$ cat src/rtl/mac_accumulator.sv
`default_nettype none
// ============================================================================
// Module   : mac_accumulator
// Brief    : Sums N consecutive 8-bit multiplier products into one result,
//            with valid/ready handshakes on both the input and the output.
// Revision : 1.0 - initial release
// ============================================================================
module mac_accumulator #(
  parameter int N     = 4,
  parameter int CNT_W = 2,
  parameter int ACC_W = 10
) (
  input  logic             clk,
  input  logic             rst,
  input  logic [7:0]       z,
  input  logic             in_valid,
  output logic             in_ready,
  input  logic             clr,
  output logic [ACC_W-1:0] sum,
  output logic             out_valid,
  input  logic             out_ready,
  output logic [CNT_W-1:0] count
);

  localparam logic [0:0] c_st_accum = 1'b0;
  localparam logic [0:0] c_st_done  = 1'b1;

  logic [0:0]       r_state;
  logic [ACC_W-1:0] r_acc;
  logic [CNT_W-1:0] r_count;
  logic [ACC_W-1:0] r_sum;

  logic             w_accept;
  logic             w_last;
  logic [ACC_W-1:0] w_acc_next;

  assign in_ready   = (r_state == c_st_accum);
  assign out_valid  = (r_state == c_st_done);
  assign sum        = r_sum;
  assign count      = r_count;

  assign w_accept   = in_valid && in_ready;
  assign w_last     = (r_count == CNT_W'(N - 1));
  assign w_acc_next = r_acc + ACC_W'(z);

  always_ff @(posedge clk or posedge rst) begin
    if (rst) begin
      r_state <= c_st_accum;
      r_acc   <= '0;
      r_count <= '0;
      r_sum   <= '0;
    end else begin
      case (r_state)
        c_st_accum: begin
          // clr has priority over a coinciding term, which is then dropped
          if (clr) begin
            r_acc   <= '0;
            r_count <= '0;
          end else if (w_accept) begin
            if (w_last) begin
              r_sum   <= w_acc_next;
              r_acc   <= '0;
              r_count <= '0;
              r_state <= c_st_done;
            end else begin
              r_acc   <= w_acc_next;
              r_count <= r_count + CNT_W'(1);
            end
          end
        end
        c_st_done: begin
          if (out_ready) begin
            r_state <= c_st_accum;
          end
        end
        default: r_state <= c_st_accum;
      endcase
    end
  end

endmodule
`default_nettype wire

$ cat config.mk
export PLATFORM = sky130hd
export DESIGN_NAME = mac_accumulator
export DESIGN_NICKNAME = d
export VERILOG_FILES = /design/src/rtl/mac_accumulator.sv
export SDC_FILE = /design/constraint.sdc
export NUM_CORES = 1
export LEC_CHECK = 0
export ABC_AREA = 1
export BUFFER_PORTS_ARGS = -buffer_cell sky130_fd_sc_hd__buf_2
export CELL_PAD_IN_SITES_DETAIL_PLACEMENT = 0
export CELL_PAD_IN_SITES_GLOBAL_PLACEMENT = 2
export CORE_ASPECT_RATIO = 1.75
export CORE_MARGIN = 4
export CORE_UTILIZATION = 33
export DETAILED_ROUTE_END_ITERATION = 10
export PLACE_DENSITY = 0.94
export RECOVER_POWER = 25
export SLEW_MARGIN = 20
export SYNTH_ARGS = -nofsm -noshare
export SYNTH_HDL_FRONTEND = slang
export SYNTH_SLANG_ARGS = --single-unit
$ cat constraint.sdc
create_clock -name clk -period 2.9 [get_ports clk]
set_clock_uncertainty 0.05 [all_clocks]
set_input_delay 0.58 -clock clk [delete_from_list [all_inputs] [get_ports clk]]
set_output_delay 0.58 -clock clk [all_outputs]
set_load 0.01 [all_outputs]
# After elaboration in Yosys (flattened, before gate mapping)
# Index checks and enable logic that the tools add are counted.
dict set report op_classes {
  addsub 2
  mul 0
  div 0
  order_cmp 0
  eq_ne 1
  shift 0
  mux 11
  bitwise_logic 2
  n_reduce_logical 4
}
# cell n
set ops {}
lappend ops {{10-bit two-way mux} 3}
lappend ops {{10-bit by 8-bit adder with 10-bit output} 1}
lappend ops {{2-bit two-way mux} 3}
lappend ops {{1-bit two-way mux} 4}
lappend ops {{4-bit AND reduction} 1}
lappend ops {{2-bit by 1-bit adder with 2-bit output, second input constant} 1}
lappend ops {{2-bit == test, second input constant} 1}
lappend ops {{1-bit inverter} 2}
lappend ops {{1-bit one-hot mux with 2 select lines} 1}
lappend ops {{2-bit AND reduction} 1}
lappend ops {{2-bit nonzero test} 1}
lappend ops {{1-bit logical AND} 1}
dict set report word_totals {
  reg_bits 23
  latch_bits 0
  ramBits 0
  rom_bits 0
  inputBits 13
  out_inout_bits 14
  wordCells 24
  memories 0
}

# Depth between registers and ports, before layout
dict set report logic_depth {
  depth_word 5
  depth_mapped 10
  depth_no_buf 10
}

# Worst setup path before layout
# No wires, ideal clock.
dict set report synth_path {
  path_type {in2reg}
  from {input port z[0]}
  to {register r_sum[8] (netlist: sum[8])}
  setup_time_ns 0.117
  arrival_time_ns 1.684
  t_required_ns 2.733
  path_slack_ns 1.048
  stages 9
  n_path_buf 0
  cell_sequence {ha_1 > inv_1 > fa_1 > o21ai_2 > nand2_1 > nand2_1 > nand2_1 > nand3_1 > nand2_1}
}
dict set report synth_between {
  elab_chain_len 1
}
# item line
set synth_lines {}
lappend synth_lines {{from (decl)} 15} ;# input logic [7:0] z,
lappend synth_lines {{10-bit by 8-bit adder with 10-bit output} 44} ;# assign w_acc_next = r_acc + ACC_W'(z);
lappend synth_lines {{to (signal assigned)} 61} ;# r_sum <= w_acc_next;
lappend synth_lines {{to (decl)} 31} ;# logic [ACC_W-1:0] r_sum;
# Every way passes these cells.
# A chain may end at the register's enable or synchronous reset.

# Final worst setup path
# Ends and elaborated chain as after synthesis.

==> results.cfg <==
[yosys]
synthCells = 167
syn-num-nets = 190
ys_seq_area_share_pct = 43.2
yosysWarnings = 0
syn_avg_cell_area_sq_um = 7.97
yosys.cell_types.count = 25
syn-cell-area_sq_um = 1330
ys_ff_latch = 23

[power]
combPwrFrac_pct = 29.4
power.internal_mw = 0.562
vdd_drop_max_v = 0.000395
clockPowerShare_pct = 23.8
p_switching_mw = 0.272
p_sw_share_pct = 32.7
power_density_nw_per_um2 = 538
seqPwrFrac_pct = 46.8
fin_total_pwr_mw = 0.834
p_leak_nw = 0.883

[worst_setup_path]
arrival_ps = 1900
cp-end-kind = register
worstSetupStartpointType = primary input
crit_fanout = 3
crit_start = z[0]
cp_cell_sequence = buf_2 -> ha_1 -> inv_1 -> fa_1 -> o21ai_2 -> nand2_1 -> nand2_1 -> nand2_1 -> nand3_1 -> nand2_1
cp_slowest_stage_delay_ps = 410
crit_type = in -> reg
cp_data_required_time_ps = 3020
reg2reg_from = r_acc[0]$_DFFE_PP0P_
crit_path_frequent_cell = nand2_1
crit_slowest_cell = fa_1

[final_layout]
nets = 219
antennaDiodeCount = 0
final_cell_mix = 60 x nand2_1, 26 x buf_2, 23 x dfrtp_1
mostFrequentLayoutCell = nand2_1
syn2layout_area_growth_pct = 16.4
drive_gt1_share_pct = 19.0

[route]
drt_iter0_markers = 30
drt_pre_antenna_iters = 4
via_per_inst = 4.64
via_count = 1127
ant_nets = 0
routed_wl_um = 2880
wl_per_cell_um = 11.9
drc = 0

[clocking]
postCtsResizedCells = 0
clock_latency_ps = 270
cts_made_buffers = 3
cts.sinks = 23
ctsLongestPathBuffers = 2
cts_tree = built
htree_levels = 1
cts.reportedPaths.clkPinSlew_ps = 80
cts_post_setup_buffers_inserted = 0
postCtsHoldBufs = 0
cts-root-buf = clkbuf_8

[timing]
tightest_slew_ps = 838
final-hold-violation-count = 0
fmax_mhz = 562
rsz0062_at_grt = no
min_period_ps = 1780
finalSetupViolCount = 0
finalMaxSlewViolations = 0
fin_setup_tns_ps = 0
slew-limit-headroom_pct = 44.1
finalCritPeriodShare_pct = 61.4

[placed_design]
place_congestion = 0.742
io_buffers = 26
dp_hpwl_um = 2390

[grt]
grt-ovfl-total = 0
grt_pass1_vias = 1138
grt_pass1_wl_um = 5080
grt_usage_pct = 12.5
antenna_found_initial = 0
grt_max_degree = 24

[floorplanning]
initial_core_util_pct = 34.1
die-height_um = 92.0
num_io_pins = 27
die-area_sq_um = 5150
rows = 30
core_area_sq_um = 3900
fp.dieW_um = 56.0

[worst_hold_path]
min_path_type = in -> async

[outcome]
run_status = completed

[run]
drv_cap = 0
path summary, 6_finish.rpt:
path | endpoint | cells after the start | slack [ps]
worst min-delay path | sum[9]$_DFFE_PP0P_ | 2 | 420
worst max-delay path | sum[8]$_DFFE_PP0P_ | 10 | 1120
worst min register to register | sum[5]$_DFFE_PP0P_ | 2 | 430
min in group clk | out_valid$_DFF_PP0_ | 2 | 430
worst max register to register | sum[8]$_DFFE_PP0P_ | 9 | 1160
max in group asynchronous | r_acc[0]$_DFFE_PP0P_ | 2 | 1860
cell type report:
class | instances | area (sq um)
repair buffers | 26 | 130
inverters | 19 | 71.3
flip-flops and latches | 23 | 576
multi-input cells | 123 | 668
clock buffers | 4 | 45.0
well taps | 48 | 60.1
fillers | 433 | 2350
synth_stat cells (all sizes together):
cell type	number	area, sq um
buf	2	16.3
ha	9	113
dfrtp	23	576
nor2	8	40.0
o21ai	12	63.8
o21a	1	7.51
a21boi	1	7.51
fa	1	20.0
nand3b	3	22.5
nand3	17	95.1
xnor2	3	26.3
a21oi	5	28.8
nand2	61	231
o22ai	1	6.26
nand4	1	6.26
inv	19	71.3
layer usage:
metal  up-vias  global-route usage [%]  part of all wire [%]
met2        21                    21.6                    51
met1       507                    14.4                    43
met3         5                    1.69                   3.1
li1        594                       -                     -
met4         0                    7.13                   2.7
met5         -                       0                     0
state kept, by name, summed over array words and instances (netlist names):
register,count
out_valid,1
sum,10
count,2
r_acc,10
logic make-up (layout without fill, tap and decap cells):
logic type	count (synthesis)	after routing	synth area share, %
adders and majority gates	10	10	9.96
AOI/OAI and AO/OA	20	20	8.55
DFF	23	23	43.2
buffers and inverters	21	49	6.58
and+or+nand+nor	90	90	29.7
xor gates and xnor gates	3	3	1.97
through the flow:
stage / utilization (%) / cells / setup slack (ps) / hold slack [ps] / area (sq um)
after floorplan: - / 167 / 1050 / 403 / 1330
after global placement: 38.6 / 239 / 839 / 410 / 1510
after detailed placement: 38.6 / 239 / 818 / 411 / 1510
after CTS: 39.7 / 243 / 1120 / 422 / 1550
after global routing: 39.7 / 243 / 991 / 434 / 1550
final: 39.7 / 243 / 1120 / 417 / 1550
critical path, delay by kind of cell:
kind / cells / cell delay, ps
simple gates: 5 / 360
buf+inv: 2 / 140
compound gates: 1 / 240
fa+ha+maj: 2 / 590
power by group through the flow:
stage	Combinational, mW	Sequential, mW	Clock (mW)
after floorplan	0.159	0.408	0
after detailed placement	0.249	0.397	0
after global routing	0.284	0.399	0.221
after global placement	0.248	0.396	0
final	0.245	0.391	0.198
after CTS	0.250	0.391	0.206
Note: power is estimated with default switching activity, not from simulation.
